<file path="src/rtl/mem_router_pkg.sv">
// Shared types and helpers for the memory region router.
// Holds the response FSM encoding and the region-mapping predicate.
package mem_router_pkg;

    localparam int MAX_REGIONS = 8;

    typedef enum logic [1:0] {
        IDLE,
        RESP,
        WAIT
    } state_t;

    function automatic logic region_is_mapped(input int idx, input int num);
        return idx < num;
    endfunction

endpackage

</file>
<file path="src/rtl/mem_region_decode.sv">
// Combinational region decode: index, mapped/slow/illegal flags and per-region strobes.
// Zero latency; no backpressure of its own, strobes follow the accept input.
module mem_region_decode
    import mem_router_pkg::*;
#(
    parameter int NUM_REGIONS = 4,
    parameter int SEL_W       = 2
) (
    input  logic [SEL_W-1:0]       addr_sel,
    input  logic                   write,
    input  logic                   accept,
    input  logic [NUM_REGIONS-1:0] slow_mask,
    input  logic [NUM_REGIONS-1:0] ro_mask,
    output logic [SEL_W-1:0]       idx,
    output logic                   mapped,
    output logic                   slow,
    output logic                   illegal,
    output logic [NUM_REGIONS-1:0] valid_strb,
    output logic [NUM_REGIONS-1:0] write_strb
);

    logic [NUM_REGIONS-1:0] hit;
    logic                   ro;

    always_comb begin
        idx    = addr_sel;
        mapped = region_is_mapped(32'(addr_sel), NUM_REGIONS);
        hit    = '0;
        // hit stays all-zero for unmapped indices, so every strobe is suppressed
        for (int i = 0; i < NUM_REGIONS; i++) begin
            hit[i] = (addr_sel == SEL_W'(i));
        end
        slow       = |(hit & slow_mask);
        ro         = |(hit & ro_mask);
        valid_strb = accept ? hit : '0;
        write_strb = (accept && write) ? (hit & ~ro_mask) : '0;
        illegal    = accept && (!mapped || (write && ro));
    end

endmodule

</file>
<file path="src/rtl/mem_region_router.sv">
// Routes the pipeline mem port to N address-decoded regions; reads return 1 cycle (fast) or 2 (slow).
// cpu_stall is high for the single WAIT cycle of a slow read; writes and errors never stall.
module mem_region_router
    import mem_router_pkg::*;
#(
    parameter int                     NUM_REGIONS = 4,
    parameter int                     SEL_LSB     = 17,
    parameter int                     SEL_W       = 2,
    parameter logic [MAX_REGIONS-1:0] SLOW_MASK   = '0,
    parameter logic [MAX_REGIONS-1:0] RO_MASK     = '0
) (
    input  logic                      clk,
    input  logic                      rst,
    input  logic                      cpu_valid,
    input  logic                      cpu_write,
    input  logic [3:0]                cpu_wmask,
    input  logic [31:0]               cpu_wdata,
    input  logic [31:0]               cpu_addr,
    output logic [31:0]               cpu_rdata,
    output logic                      cpu_stall,
    output logic                      cpu_err,
    output logic [7:0]                err_count,
    output logic [NUM_REGIONS-1:0]    mem_valid,
    output logic [NUM_REGIONS-1:0]    mem_write,
    output logic [3:0]                mem_wmask,
    output logic [31:0]               mem_wdata,
    output logic [31:0]               mem_addr,
    input  logic [32*NUM_REGIONS-1:0] mem_rdata
);

    state_t           state, state_nxt;
    logic             accept;
    logic [SEL_W-1:0] idx;
    logic [SEL_W-1:0] q_sel;
    logic             q_read;
    logic             mapped;
    logic             slow;
    logic             illegal;

    assign cpu_stall = (state == WAIT);
    // rst gates accept so nothing reaches the regions while reset is held or on its release edge
    assign accept    = cpu_valid && !cpu_stall && !rst;

    assign mem_addr  = cpu_addr;
    assign mem_wdata = cpu_wdata;
    assign mem_wmask = cpu_wmask;

    mem_region_decode #(
        .NUM_REGIONS (NUM_REGIONS),
        .SEL_W       (SEL_W)
    ) u_decode (
        .addr_sel   (cpu_addr[SEL_LSB +: SEL_W]),
        .write      (cpu_write),
        .accept     (accept),
        .slow_mask  (SLOW_MASK[NUM_REGIONS-1:0]),
        .ro_mask    (RO_MASK[NUM_REGIONS-1:0]),
        .idx        (idx),
        .mapped     (mapped),
        .slow       (slow),
        .illegal    (illegal),
        .valid_strb (mem_valid),
        .write_strb (mem_write)
    );

    always_ff @(posedge clk or posedge rst) begin
        if (rst) begin
            state <= IDLE;
        end else begin
            state <= state_nxt;
        end
    end

    always_comb begin
        state_nxt = IDLE;
        if (state == WAIT) begin
            state_nxt = RESP;
        end else if (accept) begin
            state_nxt = (slow && !cpu_write) ? WAIT : RESP;
        end
    end

    // q_read is only set for mapped reads, so the mux never selects a nonexistent region
    always_ff @(posedge clk or posedge rst) begin
        if (rst) begin
            q_sel  <= '0;
            q_read <= 1'b0;
        end else if (accept) begin
            q_sel  <= idx;
            q_read <= !cpu_write && mapped;
        end
    end

    always_comb begin
        cpu_rdata = '0;
        if (state == RESP && q_read) begin
            for (int i = 0; i < NUM_REGIONS; i++) begin
                if (q_sel == SEL_W'(i)) begin
                    cpu_rdata = mem_rdata[32*i +: 32];
                end
            end
        end
    end

    always_ff @(posedge clk or posedge rst) begin
        if (rst) begin
            cpu_err   <= 1'b0;
            err_count <= '0;
        end else begin
            cpu_err <= illegal;
            if (illegal && err_count != 8'hFF) begin
                err_count <= err_count + 8'd1;
            end
        end
    end

endmodule

</file>
<file path="config.mk">
export PLATFORM = sky130hd
export DESIGN_NAME = mem_region_router
export DESIGN_NICKNAME = d
export VERILOG_FILES = /design/src/rtl/mem_router_pkg.sv /design/src/rtl/mem_region_decode.sv /design/src/rtl/mem_region_router.sv
export SDC_FILE = /design/constraint.sdc
export NUM_CORES = 1
export LEC_CHECK = 0
export ABC_AREA = 1
export CORE_AREA = 2 2 124 126
export CTS_CLUSTER_SIZE = 24
export DETAILED_ROUTE_END_ITERATION = 10
export DIE_AREA = 0 0 126 128
export SLEW_MARGIN = 20
export SYNTH_ARGS = -nofsm -noshare
export SYNTH_HDL_FRONTEND = slang
export SYNTH_SLANG_ARGS = --single-unit
export TNS_END_PERCENT = 100
</file>
<file path="constraint.sdc">
create_clock -name clk -period 3.5 [get_ports clk]
set_clock_uncertainty 0.2 [all_clocks]
set_input_delay 0.525 -clock clk [delete_from_list [all_inputs] [get_ports clk]]
set_output_delay 0.525 -clock clk [all_outputs]
set_load 0.05 [all_outputs]
</file>
==> flow_summary.toml <==
[run_status]
status = "completed"

[worst_setup_path]
crit_slowest_cell = "clkdlybuf4s50_1"
max_stage_delay_ns = 0.81
cp_data_arrival_time_ns = 2.42
cp.required_ns = 2.77
critPathKind = "in -> out"
end_kind = "output port"
path_cells = "clkdlybuf4s50_1, inv_1, nand2_1, inv_1, nand2_1, nor2_1, clkdlybuf4s50_1"
startpoint_type = "input port"
critPathMaxFanout = 6

[power]
p_clk_share_pct = 21.5
p_leak_uw = 0.00176
p_int_uw = 480
comb_power_share_pct = 69.7
seqPwrFrac_pct = 8.9
p_sw_uw = 383
sw_frac_of_total_pct = 44.4
power_density_nw_per_um2 = 234
ir_drop_mv = 0.362

[routing]
avgViaCountPerCell = 3.86
drt_iter0_drc = 46
drc = 0
vias = 2587
drtPass1Iterations = 4
postRouteWirelength_um = 9160
antenna_left = 0
wl_per_cell_um = 13.7

[clock_network]
htreeDepth = 1
numCtsBuffers = 3
cts_tree = "built"
insertion_delay_ns = 0.22
clk_pin_slew_ns = 0.03
post_cts_buffers = 0
cts_resized = 0
postCtsHoldBufs = 0
cts-root-buf = "clkbuf_16"
clock_sinks = 4
clock_path_buffers = 2

[floorplanning]
core_sq_um = 14900
die_w_um = 126
start_util_pct = 14.1
die_y_um = 128
fp-row-count = 45
fp.dieArea_sq_um = 16100
io_pins = 318

[cells_and_area]
antennaDiodeCount = 0
final_common_cell = "clkdlybuf4s50_1"
syn2layout_area_growth_pct = 76.0
final_cell_mix = "clkdlybuf4s50_1, nand2_1, inv_1, nor2_1, nand3_1"
drive_gt1_share_pct = 12.2
final_core_util_pct = 24.8
num-nets-final = 683

[synth]
ys_ff_latch = 4
synth_fa_ha_area_share_pct = 0
synth.area.mux_share_pct = 0
syn_area_sq_um = 2090
synthCells = 388
yosysTopAreaCell = "buf_4"
synth_top_family_by_area = "buffers and inverters"
ys_seq_area_share_pct = 4.78
synth_compound_area_share_pct = 11.4
synth_top_cell_area_share_pct = 29.0
synth_cell_types = 22
yosys_warnings = 0
synth_xor_area_share_pct = 0
syn_avg_cell_area_sq_um = 5.39
yosys.area_share.simple_pct = 39.8
synthTopCellsByArea = "buf_4, nand2_1, inv_1, nand3_1, nor2_1"

[timing]
post-route-min-period_ns = 3.14
fin_crit_sh_pct = 89.8
finalHoldViolCount = 0
worstMarginPinSlew_ns = 0.534
grt_setup_unrepaired = "no"
slew_violations = 0
tns_ns = 0
fmax_ghz = 0.318
setup-violations-final = 0
relSlewSlack_pct = 64.4

[hold_path]
hold_class = "reg -> reg"

[place]
port-buffer-count = 175
globalplace.congestion = 0.721
place_hpwl_um = 7080

[job]
drv_cap = 0

[global_routing]
grtUsageTotal_pct = 10.5
grt_overflow = 0
grt_max_degree = 46
antenna_found_initial = 0
grt_pass1_wl_um = 13500
grt_pass1_vias = 2524
-- critical path: cells and delay by family --
kind	cells	cell delay (ns)
buffers and inverters	4	1.52
AND/OR/NAND/NOR	3	0.38
-- metrics by stage --
stage	instance area [sq um]	total power, uW	worst slack [ns]	cells	hold slack [ns]
global placement	3610	690	0.390	666	0.286
floorplan	2130	608	0.724	397	0.0992
global route	3680	923	0.197	670	0.329
detailed placement	3610	690	0.346	666	0.283
finish	3680	863	0.357	670	0.285
CTS	3680	879	0.345	670	0.290
-- cell type report --
cell class	count	area, sq um
Sequential cell	4	103
Fill cell	1683	11200
Multi-Input combinational cell	241	1110
Timing Repair Buffer	179	1950
Inverter	54	205
Clock buffer	4	78.8
Tap cell	188	235
-- state kept, by name, summed over array words and instances (netlist names) --
| name | cells |
|---|---|
| q_read | 1 |
| q_sel | 2 |
| state | 1 |
-- kinds of logic (layout without fill, tap and decap cells) --
family | count (synthesis) | in the layout
AND/OR/NAND/NOR | 184 | 184
buffers and inverters | 152 | 237
AO/OA/AOI/OAI | 47 | 47
flip-flops | 4 | 4
other | 1 | 10
-- synth_stat cells --
library cell,number
nand2_1,82
dfrtp_1,4
buf_4,81
nor2_8,1
nand2_2,10
nand3_1,33
conb_1,1
inv_1,53
buf_2,12
nor2_4,1
nor2_1,40
o21ai_0,20
o21a_1,1
o21ai_1,13
buf_6,2
nor3_1,6
clkbuf_1,2
buf_8,1
a21oi_1,13
inv_4,1
nand2_4,1
nand3b_1,10
-- routing by layer --
layer | vias up | global-route usage, % | routed length, um
met3 | 52 | 3.09 | 977
li1 | 1295 | - | -
met2 | 140 | 18.9 | 4310
met1 | 1100 | 11.2 | 3430
met5 | - | 0 | 0
met4 | 0 | 5.43 | 446
-- path summary, 6_finish.rpt --
check,from,endpoint,slack (ns),cells past startpoint
setup / recovery,rst,mem_valid[2],0.36,7
hold / removal,q_read$_DFFE_PP0P_,q_read$_DFFE_PP0P_,0.28,1
setup reg to reg,q_sel[1]$_DFFE_PP0P_,q_sel[1]$_DFFE_PP0P_,2.02,3
hold reg to reg,q_read$_DFFE_PP0P_,q_read$_DFFE_PP0P_,0.28,1
max in group asynchronous,rst,q_sel[1]$_DFFE_PP0P_,2.62,2
min in group asynchronous,rst,q_sel[0]$_DFFE_PP0P_,0.30,2
-- power groups by stage --
stage / logic, uW / registers [uW] / clock network (uW)
6_report: 601 / 76.7 / 185
5_1_grt: 654 / 79.9 / 189
4_1_cts: 614 / 78.3 / 187
3_5_place_dp: 611 / 78.9 / 0
3_3_place_gp: 611 / 79.4 / 0
2_1_floorplan: 554 / 53.8 / 0
Power figures use the tool's default switching activity.
